[config.mk]
export PLATFORM = sky130hd
export DESIGN_NAME = pipe_fetch_ctrl
export DESIGN_NICKNAME = d
export VERILOG_FILES = /design/src/rtl/pipe_fetch_ctrl_pkg.sv /design/src/rtl/pipe_fetch_ctrl_pc_next_mux.sv /design/src/rtl/pipe_fetch_ctrl.sv
export SDC_FILE = /design/constraint.sdc
export NUM_CORES = 1
export LEC_CHECK = 0
export CAP_MARGIN = 20
export CORE_UTILIZATION = 52
export DETAILED_ROUTE_END_ITERATION = 12
export HOLD_SLACK_MARGIN = 0.1
export PLACE_DENSITY = 0.8
export SYNTH_ARGS = -nofsm -noshare
export SYNTH_HDL_FRONTEND = slang
export SYNTH_SLANG_ARGS = --single-unit
[constraint.sdc]
create_clock -name clock -period 2.87 [get_ports clock]
set_input_delay 0.861 -clock clock [delete_from_list [all_inputs] [get_ports clock]]
set_output_delay 0.861 -clock clock [all_outputs]
set_load 0.02 [all_outputs]
[src/rtl/pipe_fetch_ctrl_pkg.sv]
// Shared constants and types for the fetch-stage sequencer.
//  ADDR_W     : instruction address width
//  CNT_W      : default stall counter width
//  RESET_PC   : pc value held during reset / BOOT
//  EXC_VECTOR : exception entry address
//  state_t    : fetch FSM states ST_BOOT/ST_RUN/ST_WAIT/ST_PEND
package pipe_fetch_ctrl_pkg;

   localparam int unsigned ADDR_W = 32;
   localparam int unsigned CNT_W  = 16;

   localparam logic [ADDR_W-1:0] RESET_PC   = 32'hFFFF_FFFC;
   localparam logic [ADDR_W-1:0] EXC_VECTOR = 32'h0000_0008;

   typedef enum logic [1:0] {
      ST_BOOT = 2'd0,
      ST_RUN  = 2'd1,
      ST_WAIT = 2'd2,
      ST_PEND = 2'd3
   } state_t;

endpackage

[src/rtl/pipe_fetch_ctrl_pc_next_mux.sv]
// Priority select of the redirect target: exception > eret > branch.
//  exc_req, eret_req, br_taken, hazard_stall : request inputs
//  br_target, epc                            : candidate addresses
//  redirect_c                                : some redirect source won
//  target_c                                  : word-aligned redirect address
//  misalign_c                                : winning branch target had low bits set
module pipe_fetch_ctrl_pc_next_mux
   import pipe_fetch_ctrl_pkg::*;
#(
   parameter logic [ADDR_W-1:0] EXC_VECTOR = pipe_fetch_ctrl_pkg::EXC_VECTOR
) (
   input  logic              exc_req,
   input  logic              eret_req,
   input  logic              br_taken,
   input  logic              hazard_stall,
   input  logic [ADDR_W-1:0] br_target,
   input  logic [ADDR_W-1:0] epc,
   output logic              redirect_c,
   output logic [ADDR_W-1:0] target_c,
   output logic              misalign_c
);

   // A branch under a load-use stall is not resolved yet, so it cannot win.
   always_comb begin
      redirect_c = 1'b0;
      target_c   = '0;
      misalign_c = 1'b0;
      if (exc_req) begin
         redirect_c = 1'b1;
         target_c   = EXC_VECTOR;
      end else if (eret_req) begin
         redirect_c = 1'b1;
         target_c   = epc;
      end else if (br_taken && !hazard_stall) begin
         redirect_c = 1'b1;
         target_c   = {br_target[ADDR_W-1:2], 2'b00};
         misalign_c = |br_target[1:0];
      end
   end

endmodule

[src/rtl/pipe_fetch_ctrl.sv]
// Fetch-stage sequencer: owns pc, picks sequential/redirect/exception/eret
// next address, drives IF/ID write/flush and holds on hazards and imem waits.
//  clock, reset   : clock, synchronous active-high reset
//  imem_ready     : imem returns data for pc this cycle
//  hazard_stall   : load-use stall from ID
//  br_taken/br_target, exc_req, eret_req : redirect requests
//  pc, epc        : fetch address, saved exception pc (registered)
//  fetch_valid    : pc is a real fetch (registered)
//  ifid_write, ifid_flush, misalign : combinational controls
//  stall_cnt      : saturating count of non-writing RUN/WAIT cycles
module pipe_fetch_ctrl
   import pipe_fetch_ctrl_pkg::*;
#(
   parameter logic [ADDR_W-1:0] RESET_PC   = pipe_fetch_ctrl_pkg::RESET_PC,
   parameter logic [ADDR_W-1:0] EXC_VECTOR = pipe_fetch_ctrl_pkg::EXC_VECTOR,
   parameter int unsigned       CNT_W      = pipe_fetch_ctrl_pkg::CNT_W
) (
   input  logic              clock,
   input  logic              reset,
   input  logic              imem_ready,
   input  logic              hazard_stall,
   input  logic              br_taken,
   input  logic [ADDR_W-1:0] br_target,
   input  logic              exc_req,
   input  logic              eret_req,
   output logic [ADDR_W-1:0] pc,
   output logic              fetch_valid,
   output logic              ifid_write,
   output logic              ifid_flush,
   output logic [ADDR_W-1:0] epc,
   output logic              misalign,
   output logic [CNT_W-1:0]  stall_cnt
);

   state_t            state, state_nxt;
   logic [ADDR_W-1:0] pc_nxt, epc_nxt, pend_pc, pend_pc_nxt, pend_tgt;
   logic              pend_exc, pend_exc_nxt, fetch_valid_nxt, cnt_inc;
   logic              mux_redirect, mux_misalign;
   logic [ADDR_W-1:0] mux_target;

   pipe_fetch_ctrl_pc_next_mux #(.EXC_VECTOR(EXC_VECTOR)) u_pc_next_mux (
      .exc_req      (exc_req),
      .eret_req     (eret_req),
      .br_taken     (br_taken),
      .hazard_stall (hazard_stall),
      .br_target    (br_target),
      .epc          (epc),
      .redirect_c   (mux_redirect),
      .target_c     (mux_target),
      .misalign_c   (mux_misalign)
   );

   // State register.
   always_ff @(posedge clock) begin
      if (reset) state <= ST_BOOT;
      else       state <= state_nxt;
   end

   // Next state, next datapath values and combinational controls.
   always_comb begin
      state_nxt       = state;
      pc_nxt          = pc;
      epc_nxt         = epc;
      pend_pc_nxt     = pend_pc;
      pend_exc_nxt    = pend_exc;
      pend_tgt        = pend_pc;
      fetch_valid_nxt = fetch_valid;
      ifid_write      = 1'b0;
      ifid_flush      = 1'b0;
      misalign        = 1'b0;
      cnt_inc         = 1'b0;
      if (!reset) begin
         unique case (state)
            ST_BOOT: begin
               pc_nxt          = RESET_PC + 32'd4;
               fetch_valid_nxt = 1'b1;
               state_nxt       = ST_RUN;
            end
            ST_RUN, ST_WAIT: begin
               misalign = mux_misalign;
               if (exc_req) epc_nxt = pc;
               if (mux_redirect && imem_ready) begin
                  pc_nxt     = mux_target;
                  ifid_write = 1'b1;
                  ifid_flush = 1'b1;
                  state_nxt  = ST_RUN;
               end else if (mux_redirect) begin
                  pend_pc_nxt  = mux_target;
                  pend_exc_nxt = exc_req;
                  state_nxt    = ST_PEND;
               end else if (imem_ready && !hazard_stall) begin
                  pc_nxt     = pc + 32'd4;
                  ifid_write = 1'b1;
                  state_nxt  = ST_RUN;
               end else begin
                  state_nxt = imem_ready ? ST_RUN : ST_WAIT;
               end
               cnt_inc = !ifid_write;
            end
            ST_PEND: begin
               // Only a newer exception can displace the pending target.
               pend_tgt = exc_req ? EXC_VECTOR : pend_pc;
               if (exc_req && !pend_exc) epc_nxt = pc;
               if (imem_ready) begin
                  pc_nxt       = pend_tgt;
                  ifid_write   = 1'b1;
                  ifid_flush   = 1'b1;
                  pend_exc_nxt = 1'b0;
                  state_nxt    = ST_RUN;
               end else begin
                  pend_pc_nxt  = pend_tgt;
                  pend_exc_nxt = pend_exc | exc_req;
               end
            end
            default: state_nxt = ST_BOOT;
         endcase
      end
   end

   // Datapath registers.
   always_ff @(posedge clock) begin
      if (reset) begin
         pc          <= RESET_PC;
         epc         <= '0;
         pend_pc     <= '0;
         pend_exc    <= 1'b0;
         fetch_valid <= 1'b0;
         stall_cnt   <= '0;
      end else begin
         pc          <= pc_nxt;
         epc         <= epc_nxt;
         pend_pc     <= pend_pc_nxt;
         pend_exc    <= pend_exc_nxt;
         fetch_valid <= fetch_valid_nxt;
         if (cnt_inc && (stall_cnt != '1)) stall_cnt <= stall_cnt + CNT_W'(1);
      end
   end

endmodule

Word-level counts from Yosys, hierarchy flattened. Index checks and enable logic that the tools add are counted.

Register bits after elaboration: 116.

$add $sub $neg: 2. Eq/ne operators: 12. Muxes and demuxes: 47. Bitwise operators: 1. Reduce and logical (&&, ||, !) cells: 16.

Operators with widths (count): $mux W32 (13); $pmux W32 S2 (2); $pmux W32 S3 (1); $add A32 B3 Y32 const B (1); $mux W1 (22); $add A16 B1 Y16 const B (1); $ne A16 B16 Y1 const B (1); $ne A2 B2 Y1 const B (6); $mux W2 (5); $reduce_and A3 Y1 (3); $ne A3 B3 Y1 const B (2); $pmux W1 S2 (3); $pmux W2 S3 (1); $logic_and A1 B1 Y1 (5); $eq A2 B2 Y1 const B (2); $reduce_and A4 Y1 (1); $reduce_or A2 Y1 (2); $logic_not A1 Y1 (3); $eq A2 B1 Y1 const B (1); $logic_not A2 Y1 (1); $reduce_bool A2 Y1 (1); $or A1 B1 Y1 (1).

Depth between registers and ports, before layout.
Depth after elaboration: 13. Gate-level depth with buffers: 10. Depth with buffers taken out: 7.

Cells and area by module. From an unflattened synthesis, not the netlist that was laid out.

Cell total of the unflattened synthesis: 771. Area total of the unflattened synthesis: 6303.5 µm².

Modules (own cells, without submodules): pipe_fetch_ctrl (instances 1, cells an instance 657, area an instance 5434.0 µm², sequential area each 2322.2 µm²); pipe_fetch_ctrl_pc_next_mux (instances 1, cells an instance 114, area an instance 869.6 µm², sequential area each 0.0 µm²).

Least setup slack after synthesis. OpenSTA, ideal clock, no wires.

Path kind: register to output. Start point: reg state[1]. End point: out ifid_write. Arrival: 2088 ps. Data required time: 2009 ps. Slack: -79 ps. Cell stages (with the launch flop): 7. Cells stage by stage: dfxtp_1 -> inv_1 -> ha_1 -> clkbuf_1 -> buf_1 -> a21oi_1 -> nor4b_1.

Cells in the longest elaborated chain, start to end: 4.

Ends and longest elaborated chain: start, declared (line pipe_fetch_ctrl.sv:35) `state_t state, state_nxt;`; start signal, assigned (line pipe_fetch_ctrl.sv:56) `else state <= state_nxt;`; $eq A2 B1 Y1 / $eq A2 B2 Y1 (equally long branches) (line pipe_fetch_ctrl.sv:73) `unique case (state)`; $reduce_or A2 Y1 (line pipe_fetch_ctrl.sv:73); $pmux W1 S2 (*) (line pipe_fetch_ctrl.sv:73); $mux W1 (*) (line pipe_fetch_ctrl.sv:72) `if (!reset) begin`; end, declared (line pipe_fetch_ctrl.sv:28) `output logic ifid_write,`.

Every way passes the cells marked *; elsewhere a longest branch is shown, timed or not.

Worst setup path in the final report.
Start point: in exc_req. End point: out ifid_flush.

Cells in the longest elaborated chain, start to end: 5.

Ends and longest elaborated chain: start, declared (line pipe_fetch_ctrl.sv:24) `input logic exc_req,`; $mux W1 (line pipe_fetch_ctrl_pc_next_mux.sv:28) `if (exc_req) begin`; $logic_and A1 B1 Y1 (line pipe_fetch_ctrl.sv:82) `if (mux_redirect && imem_ready) begin`; $mux W1 (line pipe_fetch_ctrl.sv:82); $pmux W1 S2 (line pipe_fetch_ctrl.sv:73); $mux W1 (line pipe_fetch_ctrl.sv:72); end, declared (line pipe_fetch_ctrl.sv:29) `output logic ifid_flush,`.

No other way between the ends.

==> out/qor.csv <==
stage,metric,value,unit
run_status,outcome,"complete, no violations",
clock_tree,H-tree Lvls,4,
synthesis,"EDFF count, synth",0,
final_layout,Antenna diodes,0,
worst_setup_path,critical path peak fanout,3,
global_route,GRT Total Usage,37.73,%
timing,slew margin rel.,50.26,%
worst_setup_path,R2R Path Start,state[0],
die,Die ar.,12000,sq um
global_route,total gr overflow,0,
route,DR iter-0 viols,629,
final_layout,Post-layout nets,961,
hold_path,HP Class,reg2reg,
synthesis,Gate Count Post-Synth,753,
worst_setup_path,critical path arrival,1990,ps
timing,Pins Over Slew Limit,0,
timing,Setup TNS,0,ps
placed_design,hpwl dp,14.63,mm
synthesis,mux contribution to synthesized area,0.9983,%
die,starting density of the core,54.30,%
synthesis,#FFs+latches synth,116,
die,Die X,109.6,um
worst_setup_path,Setup crit start kind,input port,
synthesis,mapped cell area,6016,sq um
synthesis,leading area contributor after synthesis,dfxtp_1,
worst_setup_path,CP Data Required Time,2010,ps
power_and_ir_drop,Cell Pwr Density,628.6,nW/um^2
worst_setup_path,start point of the critical path,exc_req,
timing,"Hold Violations, Final",0,
route,Vias per Instance,6.487,
die,Cell Rows,38,
timing,fin crit period,2849,ps
synthesis,Post-Syn Area per Cell,7.989,sq um
final_layout,area of the multi-input gates,3471,sq um
die,Die H,109.6,um
global_route,vias in the first global route,6585,
final_layout,"commonest cells after routing, fill and taps aside","116 x dfxtp_1, 113 x nand2_1, 113 x clkdlybuf4s50_1, 78 x buf_4, 74 x a21oi_1",
clock_tree,CTS sink cnt,116,
route,routed via count,6941,
synthesis,Post-Synth XOR/XNOR Area,2.621,%
route,WL final,22.01,mm
synthesis,Synth Area in Compound Gates,28.02,%
clock_tree,Skew-Pair Late Insertion Delay,430,ps
hold_path,hold wc startpoint,pend_pc[12],
synthesis,synth warn,0,
power_and_ir_drop,leak pwr,0.003140,uW
clock_tree,CTS buffer count,17,
final_layout,Filler cells,796,
power_and_ir_drop,peak supply drop,0.6039,mV
worst_setup_path,crit path capture type,output port,
synthesis,Synth Flop Type,dfxtp_1,
route,drt drc,0,
global_route,first-pass GRT wire length,33.83,mm
final_layout,"commonest non-fill, non-tap cell in the layout",dfxtp_1,
synthesis,post-synthesis adder-cell area fraction,1.040,%
final_layout,"Area growth, synth to finish",42.33,%
synthesis,Simple-Gate Fraction of Synth Area,23.79,%
clock_tree,CTS tree,yes,
synthesis,syn nets,797,
global_route,initial antenna violation count,0,
timing,final setup vio count,0,
clock_tree,clk buf depth,2,
worst_setup_path,cell mode on critical path,buf_4,
worst_setup_path,critical-path cell list,"clkdlybuf4s15_1, or2_4, o211ai_1, buf_4, a211oi_2, buf_4",
final_layout,layout cells sized above 1,14.52,%
route,Routed WL per cell,20.57,um
clock_tree,clk root buf,clkbuf_16,
synthesis,Yosys cell types,61,
timing,post-route clock period utilization,99.25,%
synthesis,Area contributors post-synth,"dfxtp_1 39%, nand2_1 7.1%, a21oi_1 6.3%, o2bb2ai_1 3.5%, a22oi_1 3.4%",
timing,Slew @ Worst Pin,740.4,ps
timing,Fmax,351.0,MHz
global_route,largest net degree at the start of global routing,50,
worst_setup_path,Setup CP Type,in2out,
synthesis,Yosys top cell area share,38.60,%
route,Routed Antenna Nets,0,
worst_setup_path,"slowest stage delay, CP",260,ps
die,Core ar.,11080,sq um
synthesis,"Seq/Total Area, Yosys",38.60,%
placed_design,GP Congestion,0.9151,
job,max cap viols,0,
die,Ports,123,
final_layout,Reg area,2322,sq um
power_and_ir_drop,Total Power,5382,uW
clock_tree,Worst-path clk slew,50,ps
worst_setup_path,"delay-heaviest family, CP",buffers and inverters,
worst_setup_path,CP bufs+invs,3,
placed_design,Port Buffers,122,
synthesis,largest family of logic cells by synthesized area,compound AO/OA/AOI/OAI gates,
worst_setup_path,critical path's slowest cell,or2_4,
timing,clock skew,5.822,ps
route,DR pass1 iterations,5,
synthesis,Synth async-reset ratio,0,%
clock_tree,Post-CTS Hold Buffers,0,
## kinds of logic after synthesis
family / after synthesis
AO/OA/AOI/OAI: 245
AND/OR/NAND/NOR: 289
flip-flops: 116
multiplexers: 6
adder cells (fa/ha/maj): 5
XOR/XNOR: 18
buffers and inverters: 74
## cell usage after synthesis (8+ instances only)
cell type	n
dfxtp_1	116
nor2_1	40
nand3_1	34
a22o_1	11
nand2_1	113
a21oi_1	76
and3_1	11
nand4_1	23
or4_1	8
o31ai_1	12
nor3_1	8
clkbuf_1	50
nor2b_1	11
inv_1	15
o2bb2ai_1	24
o21ai_0	26
o211ai_1	9
xnor2_1	10
a22oi_1	27
xor2_1	8
## stage by stage
stage / instance area, sq um / hold slack [ps] / instances / setup WS [ps] / utilization [%]
3_5_place_dp: 7800 / 446.0 / 1028 / -681.9 / 70.41
3_3_place_gp: 7800 / 444.5 / 1028 / -658.4 / 70.41
6_report: 8562 / 467.1 / 1070 / 21.40 / 77.29
2_1_floorplan: 6027 / 432.0 / 753 / 10.87 / -
5_1_grt: 8562 / 478.0 / 1070 / -8.538 / 77.29
4_1_cts: 8538 / 463.2 / 1069 / 60.97 / 77.07
## registers in the layout, indices dropped and copies added, names as in the netlist
signal       count
pc              32
fetch_valid      1
stall_cnt       16
pend_exc         1
state            2
pend_pc         32
epc             32
## power by group
group | switching (uW) | total, uW | internal [uW]
Clock | 793 | 2420 | 1630
Combinational | 615 | 1100 | 484
Sequential | 148 | 1860 | 1720
Total | 1550 | 5380 | 3830
## cell type report
type,instances,area share [%]
Clock buffer,19,5.056
Clock inverter,13,2.703
Inverter,15,0.6576
Multi-Input combinational cell,563,40.54
Sequential cell,116,27.12
Tap cell,140,2.046
Timing Repair Buffer,204,21.88
## per-layer routing
layer | share of wire [%] | track usage (%)
met3 | 8.9 | 9.603
met1 | 40 | 46.33
met5 | 0 | 0
met2 | 48 | 60.96
met4 | 3.3 | 19.52
## what timing repair did
item | CTS | global route
setup endpoints to repair | 3 | 6
pin swaps | 3 | 3
buffers inserted | 9 | 1
gates resized for setup | 25 | 6
hold endpoints to repair | 0 | 0
## final timing paths
check           endpoint  cells past startpoint  slack [ps]
max           ifid_flush                      6          20
min          pend_pc[12]                      1         470
max reg2reg       pc[31]                     15         160
min reg2reg  pend_pc[12]                      1         470
Power figures use the tool's default switching activity.
